==> config.mk <==
export PLATFORM = sky130hd
export DESIGN_NAME = stack_arbiter_flat
export DESIGN_NICKNAME = d
export VERILOG_FILES = /design/src/rtl/stack_arbiter_pkg.sv /design/src/rtl/stack_arbiter_if.sv /design/src/rtl/stack_grant_sel.sv /design/src/rtl/stack_arbiter.sv /design/src/flat_wrapper.sv
export SDC_FILE = /design/constraint.sdc
export NUM_CORES = 1
export LEC_CHECK = 0
export CORE_MARGIN = 4
export CORE_UTILIZATION = 45
export DETAILED_ROUTE_END_ITERATION = 10
export GPL_TIMING_DRIVEN = 0
export PLACE_DENSITY = 0.83
export SLEW_MARGIN = 10
export SYNTH_ARGS = -nofsm -noshare
export SYNTH_HDL_FRONTEND = slang
export SYNTH_SLANG_ARGS = --single-unit
==> constraint.sdc <==
create_clock -name clk -period 5.8 [get_ports clk]
set_input_delay 0.87 -clock clk [delete_from_list [all_inputs] [get_ports clk]]
set_output_delay 0.87 -clock clk [all_outputs]
set_load 0.005 [all_outputs]
==> src/rtl/stack_arbiter_pkg.sv <==
// Shared types and default sizing for the evaluation-stack arbiter.
// Build option STACK_ARB_RR_EN selects round-robin arbitration in stack_grant_sel.
package bali_stack_pkg;

    localparam int STACK_WIDTH   = 32;
    localparam int STACK_DEPTH   = 256;
    localparam int STACK_TIMEOUT = 15;

    typedef enum logic [1:0] {IDLE, ISSUE, WAIT, RESP} arb_state_t;
    typedef enum logic {REQ_C, REQ_D} req_id_t;

endpackage

==> src/rtl/stack_arbiter_if.sv <==
// Requester-side bundle of the stack arbiter: control port C, debug port D and
// the shared pop result. The requesters are the master, the arbiter the slave.
interface stack_arbiter_if #(parameter int WIDTH = 32);

    logic             c_req;
    logic             c_push;
    logic [WIDTH-1:0] c_wdata;
    logic             c_done;
    logic             c_err;

    logic             d_req;
    logic             d_push;
    logic [WIDTH-1:0] d_wdata;
    logic             d_done;
    logic             d_err;

    logic [WIDTH-1:0] rdata;

    modport master (
        output c_req, c_push, c_wdata, d_req, d_push, d_wdata,
        input  c_done, c_err, d_done, d_err, rdata
    );

    modport slave (
        input  c_req, c_push, c_wdata, d_req, d_push, d_wdata,
        output c_done, c_err, d_done, d_err, rdata
    );

endinterface

==> src/rtl/stack_grant_sel.sv <==
// Combinational winner selection between ports C and D.
// STACK_ARB_RR_EN defined: round-robin on contention; undefined: C has fixed priority.
module stack_grant_sel
    import bali_stack_pkg::*;
(
    input  logic    c_req,
    input  logic    d_req,
`ifdef STACK_ARB_RR_EN
    input  req_id_t last_grant,
`endif
    output logic    grant_valid,
    output req_id_t grant_id
);

    always_comb begin
        // NOTE: every output gets a default first so no path leaves it unassigned (no latch).
        grant_valid = c_req | d_req;
        grant_id    = REQ_C;
`ifdef STACK_ARB_RR_EN
        if (c_req && d_req)
            grant_id = (last_grant == REQ_C) ? REQ_D : REQ_C;
        else if (d_req)
            grant_id = REQ_D;
`else
        if (!c_req && d_req)
            grant_id = REQ_D;
`endif
    end

endmodule

==> src/rtl/stack_arbiter.sv <==
// Shares stack32 between the control (C) and debug (D) ports, guarding depth and
// bounding each access with a timeout. STACK_ARB_RR_EN selects round-robin arbitration.
module stack_arbiter
    import bali_stack_pkg::*;
#(
    parameter int WIDTH   = STACK_WIDTH,
    parameter int DEPTH   = STACK_DEPTH,
    parameter int TIMEOUT = STACK_TIMEOUT
) (
    input  logic                       clk,
    input  logic                       rst,
    stack_arbiter_if.slave             bus,
    output logic                       stk_trigger,
    output logic                       stk_push,
    output logic [WIDTH-1:0]           stk_write,
    input  logic [WIDTH-1:0]           stk_read,
    input  logic                       stk_done,
    output logic [$clog2(DEPTH+1)-1:0] depth,
    output logic                       busy
);

    localparam int DW = $clog2(DEPTH + 1);
    localparam int TW = $clog2(TIMEOUT + 1);

    arb_state_t       state;
    req_id_t          owner;
    logic [TW-1:0]    timer;
    logic [WIDTH-1:0] rdata_q;
    logic             c_done_q, c_err_q, d_done_q, d_err_q;

    logic             grant_valid;
    req_id_t          grant_id;
    logic             req_push;
    logic [WIDTH-1:0] req_wdata;
    logic             reject;

`ifdef STACK_ARB_RR_EN
    req_id_t last_grant;

    stack_grant_sel u_grant_sel (
        .c_req       (bus.c_req),
        .d_req       (bus.d_req),
        .last_grant  (last_grant),
        .grant_valid (grant_valid),
        .grant_id    (grant_id)
    );
`else
    stack_grant_sel u_grant_sel (
        .c_req       (bus.c_req),
        .d_req       (bus.d_req),
        .grant_valid (grant_valid),
        .grant_id    (grant_id)
    );
`endif

    assign req_push  = (grant_id == REQ_C) ? bus.c_push  : bus.d_push;
    assign req_wdata = (grant_id == REQ_C) ? bus.c_wdata : bus.d_wdata;
    // Overflow/underflow are refused here so the stack never sees an illegal access.
    assign reject    = req_push ? (depth == DW'(DEPTH)) : (depth == '0);

    always_ff @(posedge clk) begin
        // NOTE: state registers use non-blocking assignments so all updates take effect together at the edge.
        if (rst) begin
            state       <= IDLE;
            owner       <= REQ_C;
            timer       <= '0;
            depth       <= '0;
            rdata_q     <= '0;
            c_done_q    <= 1'b0;
            c_err_q     <= 1'b0;
            d_done_q    <= 1'b0;
            d_err_q     <= 1'b0;
            stk_trigger <= 1'b0;
            stk_push    <= 1'b0;
            stk_write   <= '0;
`ifdef STACK_ARB_RR_EN
            last_grant  <= REQ_D;
`endif
        end else begin
            c_done_q    <= 1'b0;
            c_err_q     <= 1'b0;
            d_done_q    <= 1'b0;
            d_err_q     <= 1'b0;
            stk_trigger <= 1'b0;
            case (state)
                IDLE: if (grant_valid) begin
                    owner <= grant_id;
`ifdef STACK_ARB_RR_EN
                    last_grant <= grant_id;
`endif
                    if (reject) begin
                        state    <= RESP;
                        c_done_q <= (grant_id == REQ_C);
                        c_err_q  <= (grant_id == REQ_C);
                        d_done_q <= (grant_id == REQ_D);
                        d_err_q  <= (grant_id == REQ_D);
                    end else begin
                        state       <= ISSUE;
                        stk_trigger <= 1'b1;
                        stk_push    <= req_push;
                        stk_write   <= req_wdata;
                    end
                end
                ISSUE: begin
                    timer <= '0;
                    state <= WAIT;
                end
                WAIT: if (stk_done) begin
                    state    <= RESP;
                    c_done_q <= (owner == REQ_C);
                    d_done_q <= (owner == REQ_D);
                    if (stk_push) begin
                        depth <= depth + DW'(1);
                    end else begin
                        depth   <= depth - DW'(1);
                        rdata_q <= stk_read;
                    end
                end else if (timer == TW'(TIMEOUT - 1)) begin
                    state    <= RESP;
                    c_done_q <= (owner == REQ_C);
                    c_err_q  <= (owner == REQ_C);
                    d_done_q <= (owner == REQ_D);
                    d_err_q  <= (owner == REQ_D);
                end else begin
                    timer <= timer + TW'(1);
                end
                RESP:    state <= IDLE;
                default: state <= IDLE;
            endcase
        end
    end

    assign bus.c_done = c_done_q;
    assign bus.c_err  = c_err_q;
    assign bus.d_done = d_done_q;
    assign bus.d_err  = d_err_q;
    assign bus.rdata  = rdata_q;
    assign busy       = (state != IDLE);

endmodule

==> src/flat_wrapper.sv <==
// flat-port wrapper written by rule: the top's interface ports become plain ports
module stack_arbiter_flat import bali_stack_pkg::*;
#(
    parameter int WIDTH   = STACK_WIDTH,
    parameter int DEPTH   = STACK_DEPTH,
    parameter int TIMEOUT = STACK_TIMEOUT
)
  (clk, rst, stk_trigger, stk_push, stk_write, stk_read, stk_done, depth, busy, bus_c_req, bus_c_push, bus_c_wdata, bus_d_req, bus_d_push, bus_d_wdata, bus_c_done, bus_c_err, bus_d_done, bus_d_err, bus_rdata);
  stack_arbiter_if #(.WIDTH(WIDTH)) bus_i ();
  input  logic clk;
  input  logic rst;
  output logic stk_trigger;
  output logic stk_push;
  output logic [WIDTH-1:0] stk_write;
  input  logic [WIDTH-1:0] stk_read;
  input  logic stk_done;
  output logic [$clog2(DEPTH+1)-1:0] depth;
  output logic busy;
  input wire logic [$bits(bus_i.c_req)-1:0] bus_c_req;
  input wire logic [$bits(bus_i.c_push)-1:0] bus_c_push;
  input wire logic [$bits(bus_i.c_wdata)-1:0] bus_c_wdata;
  input wire logic [$bits(bus_i.d_req)-1:0] bus_d_req;
  input wire logic [$bits(bus_i.d_push)-1:0] bus_d_push;
  input wire logic [$bits(bus_i.d_wdata)-1:0] bus_d_wdata;
  output wire logic [$bits(bus_i.c_done)-1:0] bus_c_done;
  output wire logic [$bits(bus_i.c_err)-1:0] bus_c_err;
  output wire logic [$bits(bus_i.d_done)-1:0] bus_d_done;
  output wire logic [$bits(bus_i.d_err)-1:0] bus_d_err;
  output wire logic [$bits(bus_i.rdata)-1:0] bus_rdata;
  assign bus_i.c_req = bus_c_req;
  assign bus_i.c_push = bus_c_push;
  assign bus_i.c_wdata = bus_c_wdata;
  assign bus_i.d_req = bus_d_req;
  assign bus_i.d_push = bus_d_push;
  assign bus_i.d_wdata = bus_d_wdata;
  assign bus_c_done = bus_i.c_done;
  assign bus_c_err = bus_i.c_err;
  assign bus_d_done = bus_i.d_done;
  assign bus_d_err = bus_i.d_err;
  assign bus_rdata = bus_i.rdata;
  stack_arbiter #(.WIDTH(WIDTH), .DEPTH(DEPTH), .TIMEOUT(TIMEOUT)) u_core (.clk(clk), .rst(rst), .bus(bus_i), .stk_trigger(stk_trigger), .stk_push(stk_push), .stk_write(stk_write), .stk_read(stk_read), .stk_done(stk_done), .depth(depth), .busy(busy));
endmodule
Yosys cells after proc, flatten, opt, wreduce, memory -nomap -nowiden
Index checks and enable logic that the tools add are counted.

Bits of input ports: 103. Register bits after elaboration: 86. Word-level logic and storage cells: 72. Output and inout bits: 80.

Equality and inequality tests: 9. $add $sub $neg: 3. Multiplexer cells: 28. Reductions and logical operators: 13. Bitwise gates (word level): 7.

Operator list (number): two-way mux 32 bit (1); two-way mux 1 bit (14); adder 9 x 1 -> 9 bit, second input constant (1); == test 9 bit, second input constant (1); logical NOT 9 bit (1); two-way mux 9 bit (1); AND reduction 3 bit (3); subtractor 9 x 1 -> 9 bit, second input constant (1); two-way mux 2 bit (4); two-way mux 4 bit (2); case mux 1 bit (2 select lines) (4); case mux 2 bit (4 select lines) (1); case mux 4 bit (2 select lines) (1); inverter 1 bit (6); AND reduction 2 bit (3); adder 4 x 1 -> 4 bit, second input constant (1); == test 2 bit, second input constant (2); == test 4 bit, second input constant (1); inequality test 2 bit, second input constant (2); nonzero test 2 bit (2); inequality test 3 x 2 -> 1 bit, second input constant (1); OR reduction 3 bit (1); == test 2 x 1 -> 1 bit, second input constant (1); logical NOT 2 bit (1); 4 further kinds (4).

Logic depth before layout (Yosys ltp)
Word-level depth: 8. Mapped depth: 8.

Hierarchy
A second synthesis with hierarchy kept.

Cell total of the unflattened synthesis: 449. Area total of the unflattened synthesis: 4016.4 um2.

By module, submodules not included: stack_arbiter (instances 1, cells each 447, area an instance 4003.8 um2); stack_grant_sel (instances 1, cells each 2, area an instance 12.5 um2).

Least setup slack after synthesis
Ideal clock, no wire load.

Path type: input port to flip-flop. From: input port bus_c_req. To: register u_core.stk_write[10]. Path buffers: 2. Arrival: 2.098 ns. Stages: 7. Setup slack: 3.583 ns. Setup time: 0.119 ns. Path through: nand2b_1 buf_6 mux2i_4 xor2_2 a21boi_2 buf_2 o221a_1.

Longest elaborated chain between the ends: 7. Elaborated cells on any way between the ends: 9. Those cells by class: mux: 4; bitwise: 2; reduce/logical: 3.

RTL lines: start: declaration (line flat_wrapper.sv:19) `input wire logic [$bits(bus_i.c_req)-1:0] bus_c_req;`; logical NOT 1 bit (line stack_grant_sel.sv:25) `if (!c_req && d_req)`; logical AND 1 bit (line stack_grant_sel.sv:25); two-way mux 1 bit (line stack_grant_sel.sv:25); two-way mux 1 bit (line stack_arbiter.sv:56) `assign req_push = (grant_id == REQ_C) ? bus.c_push : bus.d_push;`; two-way mux 1 bit (line stack_arbiter.sv:59) `assign reject = req_push ? (depth == DW'(DEPTH)) : (depth == '0);`; inverter 1 bit (no line); AND reduction 3 bit (no line); end signal: assignment (line stack_arbiter.sv:101) `stk_write <= req_wdata;`; end: declaration (line stack_arbiter.sv:15) `output logic [WIDTH-1:0] stk_write,`.

Several ways; a longest one is shown, not always the timed one. A chain may end at the register's enable or synchronous reset.

Final worst setup path
From: input port bus_c_req. To: register u_core.stk_write[16].

The elaborated chain is that of the path after synthesis.

==> metrics.txt <==
WL/cell=15.9 microns; Ports=183; DR vias/cell=5.29; number of flops mapped to enable cells by yosys=0; Core Box Area=8380 sq um; most common library cell in the layout ignoring fill and taps=clkdlybuf4s50_1; CP required=6.04 ns; Net Count, Synth=556; # clock sinks=86; worst r2r dst=u_core.depth[8]; Die Wd=102 microns; number of CTS-inserted buffers=9; DR iter-0 viols=142; CTS tree=built; clk_skew=0.00999 ns; die area=10400 sq um; CP Launch Point=bus_c_req; H-tree levels=3; setup TNS=0 ns; Ant. Diodes=0; proportion of layout cells with a drive suffix above 1=0.0596; Fin. Hold Viols=0; post-route setup slack=3.15 ns; largest net degree at the start of global routing=16; Post-Place Setup Slack=2.75 ns; clk slew on worst S/H paths=0.09 ns; clock latency on the worst-skew pair=0.35 ns; Synth Flop Type=dfxtp_1; most frequent cells in the layout=clkdlybuf4s50_1, nand2_1, dfxtp_1; worst r2r src=u_core.stk_push; Total Routing Usage GR=0.220; min Tclk post-route=2.65 ns; CP arrival=2.89 ns; DRT Pass-1 Iters=4; HP Class=flip-flop to flip-flop; FP Rows=33; number of global-route vias before repair=3849; Initial Utilization=0.473; synthesized flop and latch total=86; FF-to-FF setup slack=3.37 ns; HPWL after DPL=9.27 mm; total global routing overflow=0; fmax=0.377 GHz; gpl congestion=0.860; initial antenna violation count=0; maxcap violations=0; total power=0.00250 W; normalized max-slew margin=0.668; pwr dens=409 nW/um^2; final setup vio count=0; type of the worst setup path=input pin to flip-flop; CTS max path bufs=2; P&R area growth vs syn=54.5%; height of the die=102 microns; Mapped Area=3970 sq um; Critical path destination=u_core.stk_write[16]; Worst Path Max Fanout=10; CP endpoint kind=flip-flop; via count=3930; post-cts resize count=0; Routed Antenna Nets=0; worst reg2reg path depth=7; DRC Markers=0; sequential fraction of the synthesis area=0.434; Root Buffer=clkbuf_8; Post-CTS Setup Repair Bufs=0; Final Slew Violations=0; Mapped Cells=440; CP Launch Type=input pin; hold_buf cts=0; Slew @ Worst Pin=0.498 ns; hold slack=0.457 ns; first-pass GRT wire length=18.1 mm; Port Buf Inserts=182; unrepaired setup endpoints after global routing=no; Synth warnings=0; number of distinct library cells after synthesis=44; leakage=2.41 nW; run status=complete, no violations; final wirelength=11.8 mm; nets@finish=749; share of the clock period used by the worst path=0.457; share of flip-flops with an asynchronous set or reset=0; mean post-synth cell area=9.01 sq um; maximum vdd drop=0.000237 V
-- worst max-delay path, stage by stage --
cell	delay, ns
clkdlybuf4s50_1	0.53
nand2b_1	0.14
buf_6	0.16
mux2i_4	0.27
xor2_2	0.27
a21boi_2	0.16
buf_2	0.22
o221a_1	0.26
-- routing by layer --
metal / GRT usage / up-vias / part of all wire
li1: - / 1942 / -
met1: 0.246 / 1801 / 0.39
met2: 0.377 / 170 / 0.46
met3: 0.0901 / 17 / 0.13
met4: 0.0797 / 0 / 0.019
met5: 0 / - / 0
-- area by class of cell --
cell class,instances,area [sq um]
clock inverter,6,70.1
clock buffer,10,138
fill,647,2250
multi-input combinational,314,2050
sequential,86,1720
timing repair buffer,182,1820
inverter,9,33.8
tap,105,131
buffer,31,158
-- how the worst min path moves through the flow --
stage	from	to	slack [ns]	cells past startpoint
2_1_floorplan	u_core.owner	u_core.bus.d_err	0.44	2
3_3_place_gp	u_core.bus.rdata[17]	u_core.bus.rdata[17]	0.44	2
3_5_place_dp	u_core.bus.rdata[26]	u_core.bus.rdata[26]	0.45	2
4_1_cts	u_core.bus.rdata[26]	u_core.bus.rdata[26]	0.46	2
5_1_grt	u_core.bus.rdata[26]	u_core.bus.rdata[26]	0.48	2
6_report	u_core.bus.rdata[26]	u_core.bus.rdata[26]	0.46	2
-- power breakdown --
part	switching (W)	total, W	internal (W)	leakage (nW)
registers	0.000105	0.000865	0.000761	0.703
logic	0.000552	0.00120	0.000653	1.60
clock network	0.000220	0.000434	0.000214	0.107
-- sequential cells by signal (all words and copies together), names as in the netlist --
signal / count
u_core.bus.c_err: 1
u_core.owner: 1
u_core.depth: 9
u_core.bus.d_done: 1
u_core.stk_write: 32
u_core.state: 2
u_core.bus.c_done: 1
u_core.stk_push: 1
u_core.timer: 4
u_core.bus.rdata: 32
u_core.bus.d_err: 1
u_core.stk_trigger: 1
-- cell families (layout without fill, tap and decap cells) --
family | count (synthesis) | count (layout) | synth area share
AOI/OAI and AO/OA | 97 | 97 | 0.188
and+or+nand+nor | 161 | 161 | 0.174
buffers and inverters | 40 | 238 | 0.0483
xor gates and xnor gates | 7 | 7 | 0.0174
DFF | 86 | 86 | 0.434
muxes | 36 | 36 | 0.0950
adders and majority gates | 13 | 13 | 0.0429
-- per-stage QoR --
step / instances / utilization / instance area [sq um]
after floorplan: 440 / - / 3970
after global placement: 727 / 0.706 / 5920
after detailed placement: 727 / 0.706 / 5920
after CTS: 743 / 0.731 / 6130
after global routing: 743 / 0.731 / 6130
final: 743 / 0.731 / 6130
-- synthesized netlist by cell type, types with 3 or more instances --
library cell	n	area, sq um
nand4_1	3	18.8
nor3_1	6	30.0
o21ai_0	3	15.0
dfxtp_1	86	1720
mux2_2	3	33.8
buf_6	4	45.0
nand2b_1	6	37.5
a31oi_1	4	25.0
a211oi_1	3	22.5
o221a_1	30	338
or4_1	4	30.0
xor2_1	5	43.8
clkbuf_1	18	67.6
inv_1	8	30.0
o221a_2	3	33.8
nand2_1	103	387
mux2i_1	32	320
buf_2	6	30.0
a21o_1	3	22.5
nor2_1	21	78.8
nand3_1	8	40.0
ha_1	12	150
and2_1	3	18.8
a21oi_1	42	210
Note: power is estimated with default switching activity, not from simulation.
